### config.mk
export PLATFORM = sky130hd
export DESIGN_NAME = genius_jogo_param_flat
export DESIGN_NICKNAME = d
export VERILOG_FILES = /design/src/rtl/genius_jogo_param_if.sv /design/src/rtl/genius_jogo_param.sv /design/src/flat_wrapper.sv
export SDC_FILE = /design/constraint.sdc
export NUM_CORES = 1
export LEC_CHECK = 0
export BUFFER_PORTS_ARGS = -buffer_cell sky130_fd_sc_hd__buf_2
export CAP_MARGIN = 10
export CORE_MARGIN = 2
export CORE_UTILIZATION = 30
export CTS_CLUSTER_DIAMETER = 30
export DETAILED_ROUTE_END_ITERATION = 16
export GPL_ROUTABILITY_DRIVEN = 0
export GPL_TIMING_DRIVEN = 0
export RECOVER_POWER = 25
export SLEW_MARGIN = 30
export SYNTH_ARGS = -nofsm -noshare
export SYNTH_HDL_FRONTEND = slang
export SYNTH_SLANG_ARGS = --single-unit
### constraint.sdc
create_clock -name clock -period 4.2 [get_ports clock]
set_input_delay 0.84 -clock clock [delete_from_list [all_inputs] [get_ports clock]]
set_output_delay 0.84 -clock clock [all_outputs]
set_load 0.02 [all_outputs]
### src/rtl/genius_jogo_param_if.sv
// Board-side bundle of the memory-game core: player controls in, display and status out.
interface genius_jogo_param_if #(
  parameter int unsigned N_BOTOES = 4
);
  logic                jogar;
  logic                modo;
  logic [N_BOTOES-1:0] botoes;
  logic [N_BOTOES-1:0] leds;
  logic                ganhou;
  logic                perdeu;
  logic                pronto;
  logic [3:0]          db_rodada;
  logic [3:0]          db_jogada;
  logic [3:0]          db_estado;
  logic                db_timeout;

  modport master (
    output jogar, modo, botoes,
    input  leds, ganhou, perdeu, pronto, db_rodada, db_jogada, db_estado, db_timeout
  );

  modport slave (
    input  jogar, modo, botoes,
    output leds, ganhou, perdeu, pronto, db_rodada, db_jogada, db_estado, db_timeout
  );
endinterface

### src/rtl/genius_jogo_param.sv
// Simon-style memory-game core: LFSR-generated colour sequence, LED playback,
// press checking with a per-press timeout, and a newest-element-only mode.
module genius_jogo_param #(
  parameter int unsigned N_BOTOES  = 4,
  parameter int unsigned N_RODADAS = 16,
  parameter logic [15:0] SEED      = 16'h0001,
  parameter int unsigned TIMEOUT   = 5000,
  parameter int unsigned T_LED     = 500,
  parameter int unsigned T_GAP     = 250
) (
  input logic                clock,
  input logic                reset,
  genius_jogo_param_if.slave bus
);
  localparam int unsigned LOG2N = $clog2(N_BOTOES);
  localparam int unsigned TW    = $clog2(TIMEOUT + 1);
  localparam int unsigned CW    = $clog2(((T_LED > T_GAP) ? T_LED : T_GAP) + 1);

  typedef enum logic [3:0] {
    INICIAL     = 4'd0,
    PREPARA     = 4'd1,
    MOSTRA      = 4'd2,
    ESPERA      = 4'd3,
    COMPARA     = 4'd4,
    SOLTA_J     = 4'd5,
    SOLTA_R     = 4'd6,
    FIM_GANHOU  = 4'd7,
    FIM_PERDEU  = 4'd8,
    FIM_TIMEOUT = 4'd9
  } estado_t;

  estado_t             estado_q;
  logic [15:0]         lfsr_q;
  logic [15:0]         lfsr_d;
  logic                modo_q;
  logic                gap_q;
  logic                ganhou_q;
  logic                perdeu_q;
  logic                pronto_q;
  logic                timeout_q;
  logic [3:0]          rodada_q;
  logic [3:0]          jogada_q;
  logic [3:0]          elem_q;
  logic [CW-1:0]       cnt_q;
  logic [TW-1:0]       tmo_q;
  logic [N_BOTOES-1:0] botoes_q;
  logic [N_BOTOES-1:0] press_q;
  logic [N_BOTOES-1:0] leds_q;
  logic [N_BOTOES-1:0] alvo_d;
  logic                pressao;

  assign lfsr_d  = {lfsr_q[14:0], lfsr_q[15] ^ lfsr_q[13] ^ lfsr_q[12] ^ lfsr_q[10]};
  assign alvo_d  = N_BOTOES'(1) << lfsr_q[LOG2N-1:0];
  assign pressao = (botoes_q == '0) && (bus.botoes != '0);

  always_ff @(posedge clock or posedge reset) begin
    if (reset) begin
      estado_q  <= INICIAL;
      lfsr_q    <= SEED;
      modo_q    <= 1'b0;
      gap_q     <= 1'b0;
      ganhou_q  <= 1'b0;
      perdeu_q  <= 1'b0;
      pronto_q  <= 1'b0;
      timeout_q <= 1'b0;
      rodada_q  <= '0;
      jogada_q  <= '0;
      elem_q    <= '0;
      cnt_q     <= '0;
      tmo_q     <= '0;
      botoes_q  <= '0;
      press_q   <= '0;
      leds_q    <= '0;
    end else begin
      botoes_q <= bus.botoes;
      case (estado_q)
        INICIAL: begin
          leds_q <= '0;
          if (bus.jogar) estado_q <= PREPARA;
        end
        PREPARA: begin
          rodada_q <= '0;
          jogada_q <= '0;
          modo_q   <= bus.modo;
          lfsr_q   <= SEED;
          elem_q   <= '0;
          cnt_q    <= '0;
          gap_q    <= 1'b0;
          leds_q   <= '0;
          estado_q <= MOSTRA;
        end
        MOSTRA: begin
          if (modo_q && !gap_q && (elem_q != rodada_q)) begin
            // hard mode: walk to the newest element with the LEDs dark
            lfsr_q <= lfsr_d;
            elem_q <= elem_q + 4'd1;
            leds_q <= '0;
          end else if (!gap_q) begin
            leds_q <= alvo_d;
            if (cnt_q == CW'(T_LED - 1)) begin
              cnt_q <= '0;
              gap_q <= 1'b1;
            end else begin
              cnt_q <= cnt_q + CW'(1);
            end
          end else begin
            leds_q <= '0;
            if (cnt_q == CW'(T_GAP - 1)) begin
              cnt_q <= '0;
              gap_q <= 1'b0;
              if (elem_q == rodada_q) begin
                estado_q <= ESPERA;
                jogada_q <= '0;
                lfsr_q   <= SEED;
                tmo_q    <= '0;
              end else begin
                elem_q <= elem_q + 4'd1;
                lfsr_q <= lfsr_d;
              end
            end else begin
              cnt_q <= cnt_q + CW'(1);
            end
          end
        end
        ESPERA: begin
          leds_q <= bus.botoes;
          // a press arriving on the expiry cycle still counts
          if (pressao) begin
            press_q  <= bus.botoes;
            estado_q <= COMPARA;
          end else if (tmo_q >= TW'(TIMEOUT - 1)) begin
            leds_q    <= '0;
            perdeu_q  <= 1'b1;
            timeout_q <= 1'b1;
            pronto_q  <= 1'b1;
            estado_q  <= FIM_TIMEOUT;
          end else begin
            tmo_q <= tmo_q + TW'(1);
          end
        end
        COMPARA: begin
          leds_q <= bus.botoes;
          if (press_q != alvo_d) begin
            leds_q   <= '0;
            perdeu_q <= 1'b1;
            pronto_q <= 1'b1;
            estado_q <= FIM_PERDEU;
          end else if (jogada_q != rodada_q) begin
            jogada_q <= jogada_q + 4'd1;
            lfsr_q   <= lfsr_d;
            tmo_q    <= '0;
            estado_q <= SOLTA_J;
          end else begin
            estado_q <= SOLTA_R;
          end
        end
        SOLTA_J: begin
          leds_q <= bus.botoes;
          if (tmo_q < TW'(TIMEOUT)) tmo_q <= tmo_q + TW'(1);
          if (bus.botoes == '0) estado_q <= ESPERA;
        end
        SOLTA_R: begin
          leds_q <= bus.botoes;
          if (bus.botoes == '0) begin
            if (rodada_q == 4'(N_RODADAS - 1)) begin
              leds_q   <= '0;
              ganhou_q <= 1'b1;
              pronto_q <= 1'b1;
              estado_q <= FIM_GANHOU;
            end else begin
              rodada_q <= rodada_q + 4'd1;
              lfsr_q   <= SEED;
              elem_q   <= '0;
              cnt_q    <= '0;
              gap_q    <= 1'b0;
              leds_q   <= '0;
              estado_q <= MOSTRA;
            end
          end
        end
        FIM_GANHOU, FIM_PERDEU, FIM_TIMEOUT: begin
          leds_q <= '0;
          if (bus.jogar) begin
            ganhou_q  <= 1'b0;
            perdeu_q  <= 1'b0;
            pronto_q  <= 1'b0;
            timeout_q <= 1'b0;
            estado_q  <= PREPARA;
          end
        end
        default: estado_q <= INICIAL;
      endcase
    end
  end

  assign bus.leds       = leds_q;
  assign bus.ganhou     = ganhou_q;
  assign bus.perdeu     = perdeu_q;
  assign bus.pronto     = pronto_q;
  assign bus.db_rodada  = rodada_q;
  assign bus.db_jogada  = jogada_q;
  assign bus.db_estado  = estado_q;
  assign bus.db_timeout = timeout_q;
endmodule

### src/flat_wrapper.sv
// flat-port wrapper written by rule: the top's interface ports become plain ports
module genius_jogo_param_flat 
#(
  parameter int unsigned N_BOTOES  = 4,
  parameter int unsigned N_RODADAS = 16,
  parameter logic [15:0] SEED      = 16'h0001,
  parameter int unsigned TIMEOUT   = 5000,
  parameter int unsigned T_LED     = 500,
  parameter int unsigned T_GAP     = 250
)
  (clock, reset, bus_jogar, bus_modo, bus_botoes, bus_leds, bus_ganhou, bus_perdeu, bus_pronto, bus_db_rodada, bus_db_jogada, bus_db_estado, bus_db_timeout);
  genius_jogo_param_if #(.N_BOTOES(N_BOTOES)) bus_i ();
  input logic clock;
  input logic reset;
  input wire logic [$bits(bus_i.jogar)-1:0] bus_jogar;
  input wire logic [$bits(bus_i.modo)-1:0] bus_modo;
  input wire logic [$bits(bus_i.botoes)-1:0] bus_botoes;
  output wire logic [$bits(bus_i.leds)-1:0] bus_leds;
  output wire logic [$bits(bus_i.ganhou)-1:0] bus_ganhou;
  output wire logic [$bits(bus_i.perdeu)-1:0] bus_perdeu;
  output wire logic [$bits(bus_i.pronto)-1:0] bus_pronto;
  output wire logic [$bits(bus_i.db_rodada)-1:0] bus_db_rodada;
  output wire logic [$bits(bus_i.db_jogada)-1:0] bus_db_jogada;
  output wire logic [$bits(bus_i.db_estado)-1:0] bus_db_estado;
  output wire logic [$bits(bus_i.db_timeout)-1:0] bus_db_timeout;
  assign bus_i.jogar = bus_jogar;
  assign bus_i.modo = bus_modo;
  assign bus_i.botoes = bus_botoes;
  assign bus_leds = bus_i.leds;
  assign bus_ganhou = bus_i.ganhou;
  assign bus_perdeu = bus_i.perdeu;
  assign bus_pronto = bus_i.pronto;
  assign bus_db_rodada = bus_i.db_rodada;
  assign bus_db_jogada = bus_i.db_jogada;
  assign bus_db_estado = bus_i.db_estado;
  assign bus_db_timeout = bus_i.db_timeout;
  genius_jogo_param #(.N_BOTOES(N_BOTOES), .N_RODADAS(N_RODADAS), .SEED(SEED), .TIMEOUT(TIMEOUT), .T_LED(T_LED), .T_GAP(T_GAP)) u_core (.clock(clock), .reset(reset), .bus(bus_i));
endmodule
==> results.md, run 1 <==
- DIE AREA: 14300 µm²
- Gate count after technology mapping: 435
- CORE AREA: approximately 13000 µm²
- Place WS: about 1.1 ns
- Drc violations: 0
- Final Setup Violations: 0
- Worst Path Required: roughly 4.4 ns
- Fmax: roughly 0.37 GHz
- Mapped Area: around 4000 µm²
- Initial Util: a little under a third
- Slew headroom: -5.19%
- Worst-path fanout max: 8
- Die Wd: roughly 120 µm
- Worst hold-check path type: register to register
- H-tree depth: 3
- Post-route ant nets: 0
- Cts repair resizes: 0
- Yosys warning count: 0
- Final cell count without fillers: about 660
- RSZ-0062 raised after global routing: no
- Dominant register cell in the synthesized netlist: dfrtp_1
- Vias in the first global route: 3294
- Vias: between 3000 and 4000
- Final period utilization: 64.9%
- CP endpoint kind: register
- Ys async rst share: between 90% and 100%
- Syn_nets: 449
- Dpl cell area: around 4400 µm²
- IO Count: 28
- Placed cell count: about 640
- CTS root buffer: clkbuf_16
- Status: finished, violations left
- Worst IR Drop VDD: between 0.00015 and 0.0002 V
- EDFF count, synth: 0
- Share of layout cells above drive strength 1: approximately 16%
- Largest net degree at the start of global routing: 41
- Most common cell after layout, fill and taps aside: dfrtp_1
- Starting DRC count in detailed routing: 179
- Setup CP Type: input port to register
- Setup TNS: 0 ns
- Final Hold Fails: 0
- Yosys reg bits: just over 70
- Commonest non-fill, non-tap cells in the layout: 71 x dfrtp_1, 61 x nand2_1, 41 x o21ai_0
- Crit path DAT: 2.95 ns
- DP HPWL: 7020 µm
- CTS Buf Count: 9
- Hold Buf Count CTS: 0
- Fin worst setup slack: 1.47 ns
- Total gr overflow: 0
- Min Tclk post-route: 2.73 ns
- First-pass GRT wire length: ~16000 µm
- Yosys cell types: 66
- Skew-Pair Late Insertion Delay: 0.34 ns
- # nets final: around 490
- GRT Util Overall: 14.2%
- First drt pass iteration count: 5
- Leak: between 2 and 2.5 nW
- Max Cap Violations: 1
- Final WL: between 9000 and 10000 µm
- Area growth syn-to-layout: 16.7%
- Pwr dens: 571 nW/µm²
- Setup repair bufs after CTS: 0
- Sink Count: a little over 70
- Clock transition at the registers of the reported paths: 0.06 ns
- Hold Worst Slack: about 0.48 ns
- Cell repeated most along the worst path: clkbuf_1
- Antenna violations before repair: 0
- # rows: between 40 and 50
- Mean Syn Cell Area: between 9 and 10 µm²
- Crit-path max cell delay: roughly 0.55 ns
- Chip Height: approximately 120 µm
- Fillers: approximately 1400
- Antenna Diode Count: 0
- CP Launch Type: input port
- Wire per inst: around 15 µm
- Failing checks: capacitance limit, slew limit
- Slowest-stage cell, CP: or4_4
- Cell area after layout: between 4000 and 5000 µm²
- Bufs on Longest Clock Path: 2
- Worst-Margin Slew: 1.57 ns
- TritonCTS clock tree: yes
- Post-synthesis sequential area ratio: 45.0%
- Vias/cell: 5.19
- Final Skew: about 0.006 ns
- Slew Limit Fails: 33
- Critical Path, Cell by Cell: clkbuf_1 -> or4_4 -> buf_6 -> nor2_2 -> a21oi_1 -> a31o_2 -> or2_0 -> clkbuf_1 -> o41ai_1
- Port Buffers: 27
per-stage QoR:
stage	power (mW)	util, %
5_1_grt	2.85	35.6
2_1_floorplan	1.64	-
4_1_cts	2.69	35.6
6_report	2.67	35.6
3_5_place_dp	1.92	33.3
3_3_place_gp	1.90	33.2
cell families (layout without fill, tap and decap cells):
logic type	count (synthesis)	after routing	synth area share (%)
flops	72	72	45.0
buf+inv	31	75	3.56
mux	9	9	2.44
simple gates	182	182	23.4
compound gates	118	118	20.0
fa+ha+maj	6	6	1.88
xor+xnor	17	17	3.72
Yosys cell counts, drive strengths merged, types with 4 or more instances:
library cell | number | area, µm²
inv | 11 | 41.3
o31ai | 6 | 50.1
o22a | 11 | 108
and3 | 8 | 51.3
nor2b | 5 | 31.3
ha | 6 | 75.1
mux2 | 6 | 67.6
nor4 | 4 | 25.0
nand2 | 61 | 229
xnor2 | 9 | 78.8
nand3 | 13 | 65.1
o41ai | 4 | 35.0
a21oi | 17 | 85.1
xor2 | 8 | 70.1
or2 | 5 | 31.3
or3 | 5 | 36.3
nor2 | 36 | 138
dfrtp | 71 | 1780
nand2b | 9 | 56.3
o21ai | 43 | 219
buf | 7 | 52.5
nand4 | 5 | 31.3
a21o | 7 | 55.1
clkbuf | 13 | 48.8
nor3 | 10 | 50.1
or4 | 5 | 45.0
state kept, by name, summed over array words and instances, names as in the netlist, 4 cells and up:
signal / count
u_core.bus.leds: 4
u_core.cnt_q: 9
u_core.press_q: 4
u_core.bus.db_rodada: 4
u_core.bus.db_jogada: 4
u_core.botoes_q: 4
u_core.bus.db_estado: 4
u_core.elem_q: 4
u_core.lfsr_q: 16
u_core.tmo_q: 13
worst max-delay path: cells and delay by family:
kind	cells	cell delay [ns]
and+or+nand+nor	3	0.92
AOI/OAI and AO/OA	3	0.71
buffers and inverters	3	0.48
metal layers:
metal	track usage [%]	wire [µm]
met2	22.5	4450
met5	0	0
met4	5.74	179
met3	2.66	368
met1	19.1	4550
power breakdown:
group          switching [mW]  leakage, nW  internal (mW)  total, mW
combinational           0.655        0.940          0.383       1.04
sequential             0.0805        0.963          0.792      0.872
clock                   0.286        0.145          0.475      0.760
area by class of cell:
cell class	count	area, µm²	area share [%]
buffer	20	101	2.17
clock buffer	11	243	5.20
clock inverter	5	56.3	1.21
inverter	11	42.5	0.911
multi-input combinational	332	2060	44.0
sequential	72	1800	38.6
tap	176	220	4.71
timing repair buffer	28	149	3.19
worst paths after layout:
kind	startpoint	end	slack [ns]	depth (start not counted)
max in group asynchronous	reset	u_core.tmo_q[10]	2.53	3
min in group asynchronous	reset	u_core.gap_q	0.86	2
hold reg to reg	u_core.lfsr_q[3]	u_core.lfsr_q[3]	0.48	2
setup / recovery	bus_botoes[0]	u_core.cnt_q[8]	1.47	9
hold / removal	u_core.lfsr_q[3]	u_core.lfsr_q[3]	0.48	2
setup reg to reg	u_core.bus.db_estado[0]	u_core.lfsr_q[2]	1.49	8
Note: power is estimated with default switching activity, not from simulation.
==> run 2: changes to the inputs <==
==> constraint.sdc (replaced) <==
create_clock -name clock -period 2.58 [get_ports clock]
set_input_delay 0.516 -clock clock [delete_from_list [all_inputs] [get_ports clock]]
set_output_delay 0.516 -clock clock [all_outputs]
set_load 0.02 [all_outputs]
==> run 2 against run 1 <==
Effect of this change:
- the flow still finishes with violations (capacitance limit, slew limit)
- critical path depth shrank 3
- clock power is 63% higher
- clock skew is essentially flat
- flip-flop and latch count stayed put
- routed wire length up 1.1%
- sequential share of layout area shrank 0.36 points
- total power is 66% higher
- register-to-register slack worse by 1.4 ns
- clock-buffer cell count unchanged
- critical endpoint is now u_core.tmo_q[3]
==> results.md, run 2 (same netlist as run 1, synthesis figures left out) <==
- Status: finished, violations left (unchanged)
- Failing checks: capacitance limit, slew limit (unchanged)
- Final Skew: 0.00555 ns (was 0.00589 ns)
- DP HPWL: 7020 µm (unchanged)
- Bufs on Longest Clock Path: 2 (unchanged)
- Worst Path Buf+Inv: 1 (was 3)
- Share of layout cells above drive strength 1: 19.2% (was 16.3%)
- First-pass GRT wire length: 16300 µm (unchanged)
- Area growth syn-to-layout: 17.8% (was 16.7%)
- Cell area after layout: 4720 µm² (was 4670 µm²)
- Max FFs per register: 16 (unchanged)
- # rows: 42 (unchanged)
- Setup CP Type: register to register (was input port to register)
- Worst-path fanout max: 10 (was 8)
- Antenna Diode Count: 0 (unchanged)
- Hold Worst Slack: 0.386 ns (was 0.484 ns)
- Crit path DAT: 2.71 ns (was 2.95 ns)
- CTS root buffer: clkbuf_16 (unchanged)
- Place WS: -0.180 ns (was 1.12 ns)
- Worst Path Required: 2.80 ns (was 4.42 ns)
- Fin worst setup slack: 0.0896 ns (was 1.47 ns)
- Hold Buf Count CTS: 0 (unchanged)
- Dpl cell area: 4380 µm² (unchanged)
- Fmax: between 0.4 and 0.5 GHz
- Starting DRC count in detailed routing: 209 (was 179)
- Slew headroom: -3.74% (was -5.19%)
- Vias in the first global route: 3294 (unchanged)
- CP endpoint kind: register (unchanged)
- Final WL: 9660 µm (was 9550 µm)
- CP delay by family, top: simple AND/OR/NAND/NOR gates (unchanged)
- TritonCTS clock tree: yes (unchanged)
- Total gr overflow: 0 (unchanged)
- Final Setup Violations: 0 (unchanged)
- Sink Count: 72 (unchanged)
- DIE AREA: 14300 µm² (unchanged)
- Worst-Margin Slew: 1.55 ns (was 1.57 ns)
- CORE AREA: 13100 µm² (unchanged)
- Min Tclk post-route: between 2 and 2.5 ns
- Initial Util: 30.5% (unchanged)
- Wire per inst: 14.7 µm (was 14.6 µm)
- Largest net degree at the start of global routing: 41 (unchanged)
- Slowest-stage cell, CP: or4_4 (unchanged)
- Slew Limit Fails: 34 (was 33)
- Worst IR Drop VDD: 0.000337 V (was 0.000192 V)
- Pwr dens: 942 nW/µm² (was 571 nW/µm²)
- Skew-Pair Late Insertion Delay: 0.34 ns (about the same)
- Worst hold-check path type: input port to register (was register to register)
- Port Buffers: 27 (unchanged)
- Die Wd: 120 µm (unchanged)
- # nets final: 489 (was 488)
- Clock transition at the registers of the reported paths: 0.05 ns (was 0.06 ns)
- Post-route ant nets: 0 (unchanged)
- IO Count: 28 (unchanged)
- Antenna violations before repair: 0 (unchanged)
- CP Launch Type: register (was input port)
- GRT Util Overall: 14.2% (unchanged)
- Vias: 3419 (was 3397)
- Reg with most FFs: u_core.lfsr_q (unchanged)
- Fillers: 1390 (was 1391)
- Vias/cell: 5.21 (was 5.19)
- Max Cap Violations: 1 (unchanged)
- Crit-path max cell delay: 0.58 ns (was 0.55 ns)
- Commonest non-fill, non-tap cells in the layout: 71 x dfrtp_1, 61 x nand2_1, 41 x o21ai_0 (unchanged)
- Chip Height: 120 µm (unchanged)
- First drt pass iteration count: 6 (was 5)
- Final period utilization: ~97%
- CTS Buf Count: 9 (unchanged)
- Largest registers: u_core.lfsr_q (16), u_core.tmo_q (13), u_core.cnt_q (9) (unchanged)
- Leak: 2.08 nW (was 2.05 nW)
- Critical Path, Cell by Cell: xor2_1 -> or4_4 -> o31a_1 -> or3_4 -> buf_6 -> o22a_2 (was clkbuf_1 -> or4_4 -> buf_6 -> nor2_2 -> a21oi_1 -> a31o_2 -> or2_0 -> clkbuf_1 -> o41ai_1)
- H-tree depth: 3 (unchanged)
- Drc violations: 0 (unchanged)
- Most common cell after layout, fill and taps aside: dfrtp_1 (unchanged)
- Final Hold Fails: 0 (unchanged)
## run 2: worst paths after layout
kind	startpoint	end	slack, ns	depth (start not counted)
min in group asynchronous	reset	u_core.cnt_q[1]	0.53	2
min	bus_botoes[0]	u_core.botoes_q[0]	0.39	1
max in group asynchronous	reset	u_core.tmo_q[0]	0.48	3
max reg2reg	u_core.bus.db_rodada[3]	u_core.tmo_q[3]	0.09	6
min reg2reg	u_core.lfsr_q[3]	u_core.lfsr_q[3]	0.48	2
max	u_core.bus.db_rodada[3]	u_core.tmo_q[3]	0.09	6
## run 2: where the power goes
part	switching (mW)	total [mW]	leakage, nW	internal [mW]
logic	1.09	1.78	0.971	0.687
clock network	0.467	1.24	0.145	0.773
registers	0.135	1.42	0.963	1.29
## run 2: layout make-up
class                   instances  area, µm²  area share [%]
multi-input cells             332       2100            44.4
clock buffers                  11        243            5.15
repair buffers                 29        141            3.00
clock inverters                 5       56.3            1.19
well taps                     176        220            4.67
plain buffers                  20        114            2.41
inverters                      11       42.5           0.902
flip-flops and latches         72       1800            38.2
## run 2: per-layer routing
layer	GRT usage, %	vias up	wire (µm)
met3	2.66	15	442
met1	19.2	1656	4580
met5	0	-	0
met2	22.5	93	4460
li1	-	1655	-
met4	5.74	0	177
## run 2: metrics by stage
step | total power, mW | utilization (%) | setup TNS [ns] | std cells
after floorplan | 2.67 | - | 0 | 435
after global placement | 3.09 | 33.2 | -52.39 | 638
after detailed placement | 3.12 | 33.3 | -3.63 | 639
final | 4.44 | 35.9 | 0 | 656
after CTS | 4.40 | 35.7 | 0 | 655
after global routing | 4.74 | 35.9 | -0.0352 | 656
## run 2: timing repair
action,4_1_cts,5_1_grt
gates cloned,0,0
resized for setup,6,18
buffers inserted,0,1
endpoints found under the setup margin,34,39
pin swaps,0,1
==> run 3: changes to the inputs <==
--- a/config.mk
+++ b/config.mk
@@ -8,11 +8,12 @@
 export BUFFER_PORTS_ARGS = -buffer_cell sky130_fd_sc_hd__buf_2
 export CAP_MARGIN = 10
 export CORE_MARGIN = 2
-export CORE_UTILIZATION = 30
+export CORE_UTILIZATION = 60
 export CTS_CLUSTER_DIAMETER = 30
 export DETAILED_ROUTE_END_ITERATION = 16
 export GPL_ROUTABILITY_DRIVEN = 0
 export GPL_TIMING_DRIVEN = 0
+export PLACE_DENSITY = 0.79
 export RECOVER_POWER = 25
 export SLEW_MARGIN = 30
 export SYNTH_ARGS = -nofsm -noshare
==> constraint.sdc (replaced) <==
create_clock -name clock -period 2.58 [get_ports clock]
set_input_delay 0.645 -clock clock [delete_from_list [all_inputs] [get_ports clock]]
set_output_delay 0.645 -clock clock [all_outputs]
set_load 0.02 [all_outputs]
==> run 3 against run 2 <==
Effect of this change:
- the run now ends clean
- critical path depth is 1 higher
- critical path type unchanged
- utilization is 34 points higher
- via count is 0.61% lower
- largest cell class unchanged
- flip-flop and latch count stayed put
- largest power group unchanged
- maximum frequency is 0.69% lower
- worst setup slack worse by 0.017 ns
- cell count is 15% lower
- die area is 49% lower
- non-clock buffer count is 1 lower
==> results.md, run 3 (same netlist as run 1, synthesis figures left out) <==
- Status: finished, final reports clean (was finished, violations left)
- Clock transition at the registers of the reported paths: 0.08 ns (was 0.05 ns)
- Pwr dens: 914 nW/µm² (was 942 nW/µm²)
- Fmax: 0.399 GHz (was 0.402 GHz)
- Chip Height: 85.7 µm (was 120 µm)
- Starting DRC count in detailed routing: 249 (was 209)
- Commonest non-fill, non-tap cells in the layout: 71 x dfrtp_1, 61 x nand2_1, 41 x o21ai_0 (unchanged)
- Register area: 1800 µm² (unchanged)
- Final WL: 8780 µm (was 9660 µm)
- First-pass GRT wire length: 15200 µm (was 16300 µm)
- # rows: 29 (was 42)
- TritonCTS clock tree: yes (unchanged)
- Area growth syn-to-layout: 12.2% (was 17.8%)
- Crit path DAT: 2.75 ns (was 2.71 ns)
- Antenna Diode Count: 0 (unchanged)
- Setup CP Type: register to register (unchanged)
- Final Hold Fails: 0 (unchanged)
- Initial Util: 62.7% (was 30.5%)
- First drt pass iteration count: 5 (was 6)
- Min Tclk post-route: 2.51 ns (was 2.49 ns)
- CP endpoint kind: register (unchanged)
- H-tree depth: 3 (unchanged)
- Setup TNS: 0 ns (unchanged)
- CP delay by family, top: simple AND/OR/NAND/NOR gates (unchanged)
- Post-route ant nets: 0 (unchanged)
- Reg with most FFs: u_core.lfsr_q (unchanged)
- Worst Path Required: 2.83 ns (was 2.80 ns)
- Area of the multi-input gates: 2090 µm² (was 2100 µm²)
- Most common cell after layout, fill and taps aside: dfrtp_1 (unchanged)
- CTS Buf Count: 9 (unchanged)
- Vias/cell: 6.11 (was 5.21)
- Worst hold-check path type: input port to asynchronous set/reset pin (was input port to register)
- Drc violations: 0 (unchanged)
- DP HPWL: 6260 µm (was 7020 µm)
- Total gr overflow: 0 (unchanged)
- IO Count: 28 (unchanged)
- Final cell count without fillers: 556 (was 656)
- Fin worst setup slack: 0.0722 ns (was 0.0896 ns)
- Power Total: 4.10 mW (was 4.44 mW)
- Setup repair bufs after CTS: 0 (unchanged)
- Slowest-stage cell, CP: or4_4 (unchanged)
- Sink Count: 72 (unchanged)
- Cell area after layout: 4490 µm² (was 4720 µm²)
- Max FFs per register: 16 (unchanged)
- Bufs on Longest Clock Path: 2 (unchanged)
- Share of layout cells above drive strength 1: 19.2% (about the same)
- Hold Buf Count CTS: 0 (unchanged)
- RSZ-0062 raised after global routing: no
- Final Skew: 0.00833 ns (was 0.00555 ns)
- GRT Util Overall: 26.0% (was 14.2%)
- Final Util: 70.3% (was 35.9%)
- Final Setup Violations: 0 (unchanged)
- Largest registers: u_core.lfsr_q (16), u_core.tmo_q (13), u_core.cnt_q (9) (unchanged)
- Hold Worst Slack: 0.475 ns (was 0.386 ns)
- DIE AREA: 7340 µm² (was 14300 µm²)
- Dpl cell area: 4260 µm² (was 4380 µm²)
- Crit-path max cell delay: 0.56 ns (was 0.58 ns)
- Slew Limit Fails: 0 (was 34)
- Antenna violations before repair: 0 (unchanged)
- Vias in the first global route: 3241 (was 3294)
- Largest net degree at the start of global routing: 48 (was 41)
- Place WS: -0.308 ns (was -0.180 ns)
- Worst IR Drop VDD: 0.000540 V (was 0.000337 V)
- Fillers: 510 (was 1390)
- CTS root buffer: clkbuf_8 (was clkbuf_16)
- Die Wd: 85.7 µm (was 120 µm)
- Placed cell count: 540 (was 639)
- Final period utilization: 97.2% (was 96.5%)
- Slew headroom: 21.4% (was -3.74%)
- Wire per inst: 15.8 µm (was 14.7 µm)
- Port Buffers: 27 (unchanged)
- Worst-path fanout max: 10 (unchanged)
- Vias: 3398 (was 3419)
- CORE AREA: 6390 µm² (was 13100 µm²)
- Worst Path Buf+Inv: 2 (was 1)
- Cell repeated most along the worst path: buf_6
- CP Launch Type: register (unchanged)
- Leak: 2.03 nW (was 2.08 nW)
- Worst-Margin Slew: 1.18 ns (was 1.55 ns)
- # nets final: 488 (was 489)
- Critical Path, Cell by Cell: buf_6 -> xor2_1 -> or4_4 -> o31a_1 -> or3_4 -> buf_6 -> o22a_2 (was xor2_1 -> or4_4 -> o31a_1 -> or3_4 -> buf_6 -> o22a_2)
- Skew-Pair Late Insertion Delay: 0.36 ns (was 0.34 ns)
- Max Cap Violations: 0 (was 1)
## run 3: changes by cell type in the layout (fill, tap and decap cells not counted), sizes merged
cell and delta:
clkinv -1, inv +2, buf -2
## run 3: layer usage
metal	track usage (%)	wire length [µm]
met2	41.3	4130
met3	4.33	370
met1	35.6	4080
met4	10.8	206
met5	0	0
## run 3: repair_timing
item / in CTS / in global routing
endpoints found under the hold margin: 0 / 0
gates resized for setup: 2 / 18
pin swaps: 0 / 1
setup endpoints to repair: 18 / 35
## run 3: final cells by class
cell class	count	share of cell area, %
Buffer	20	2.45
Clock buffer	10	3.06
Clock inverter	6	1.67
Inverter	11	0.947
Multi-Input combinational cell	332	46.6
Sequential cell	72	40.2
Tap cell	77	2.15
Timing Repair Buffer	28	3.01
## run 3: final timing paths
| check | start | to | slack [ns] | cells after the start |
|---|---|---|---|---|
| hold reg to reg | u_core.lfsr_q[5] | u_core.lfsr_q[5] | 0.49 | 2 |
| hold / removal | reset | u_core.lfsr_q[15] | 0.48 | 2 |
| setup / recovery | u_core.bus.db_rodada[2] | u_core.tmo_q[4] | 0.07 | 7 |
| setup reg to reg | u_core.bus.db_rodada[2] | u_core.tmo_q[4] | 0.07 | 7 |
| max in group asynchronous | reset | u_core.tmo_q[10] | 0.45 | 3 |
| min in group clock | bus_botoes[0] | u_core.botoes_q[0] | 0.48 | 1 |
## run 3: power breakdown
group          total (mW)  internal (mW)  switching, mW
clock               0.954          0.486          0.468
combinational        1.73          0.657           1.07
sequential           1.42           1.29          0.137
total                4.10           2.43           1.67
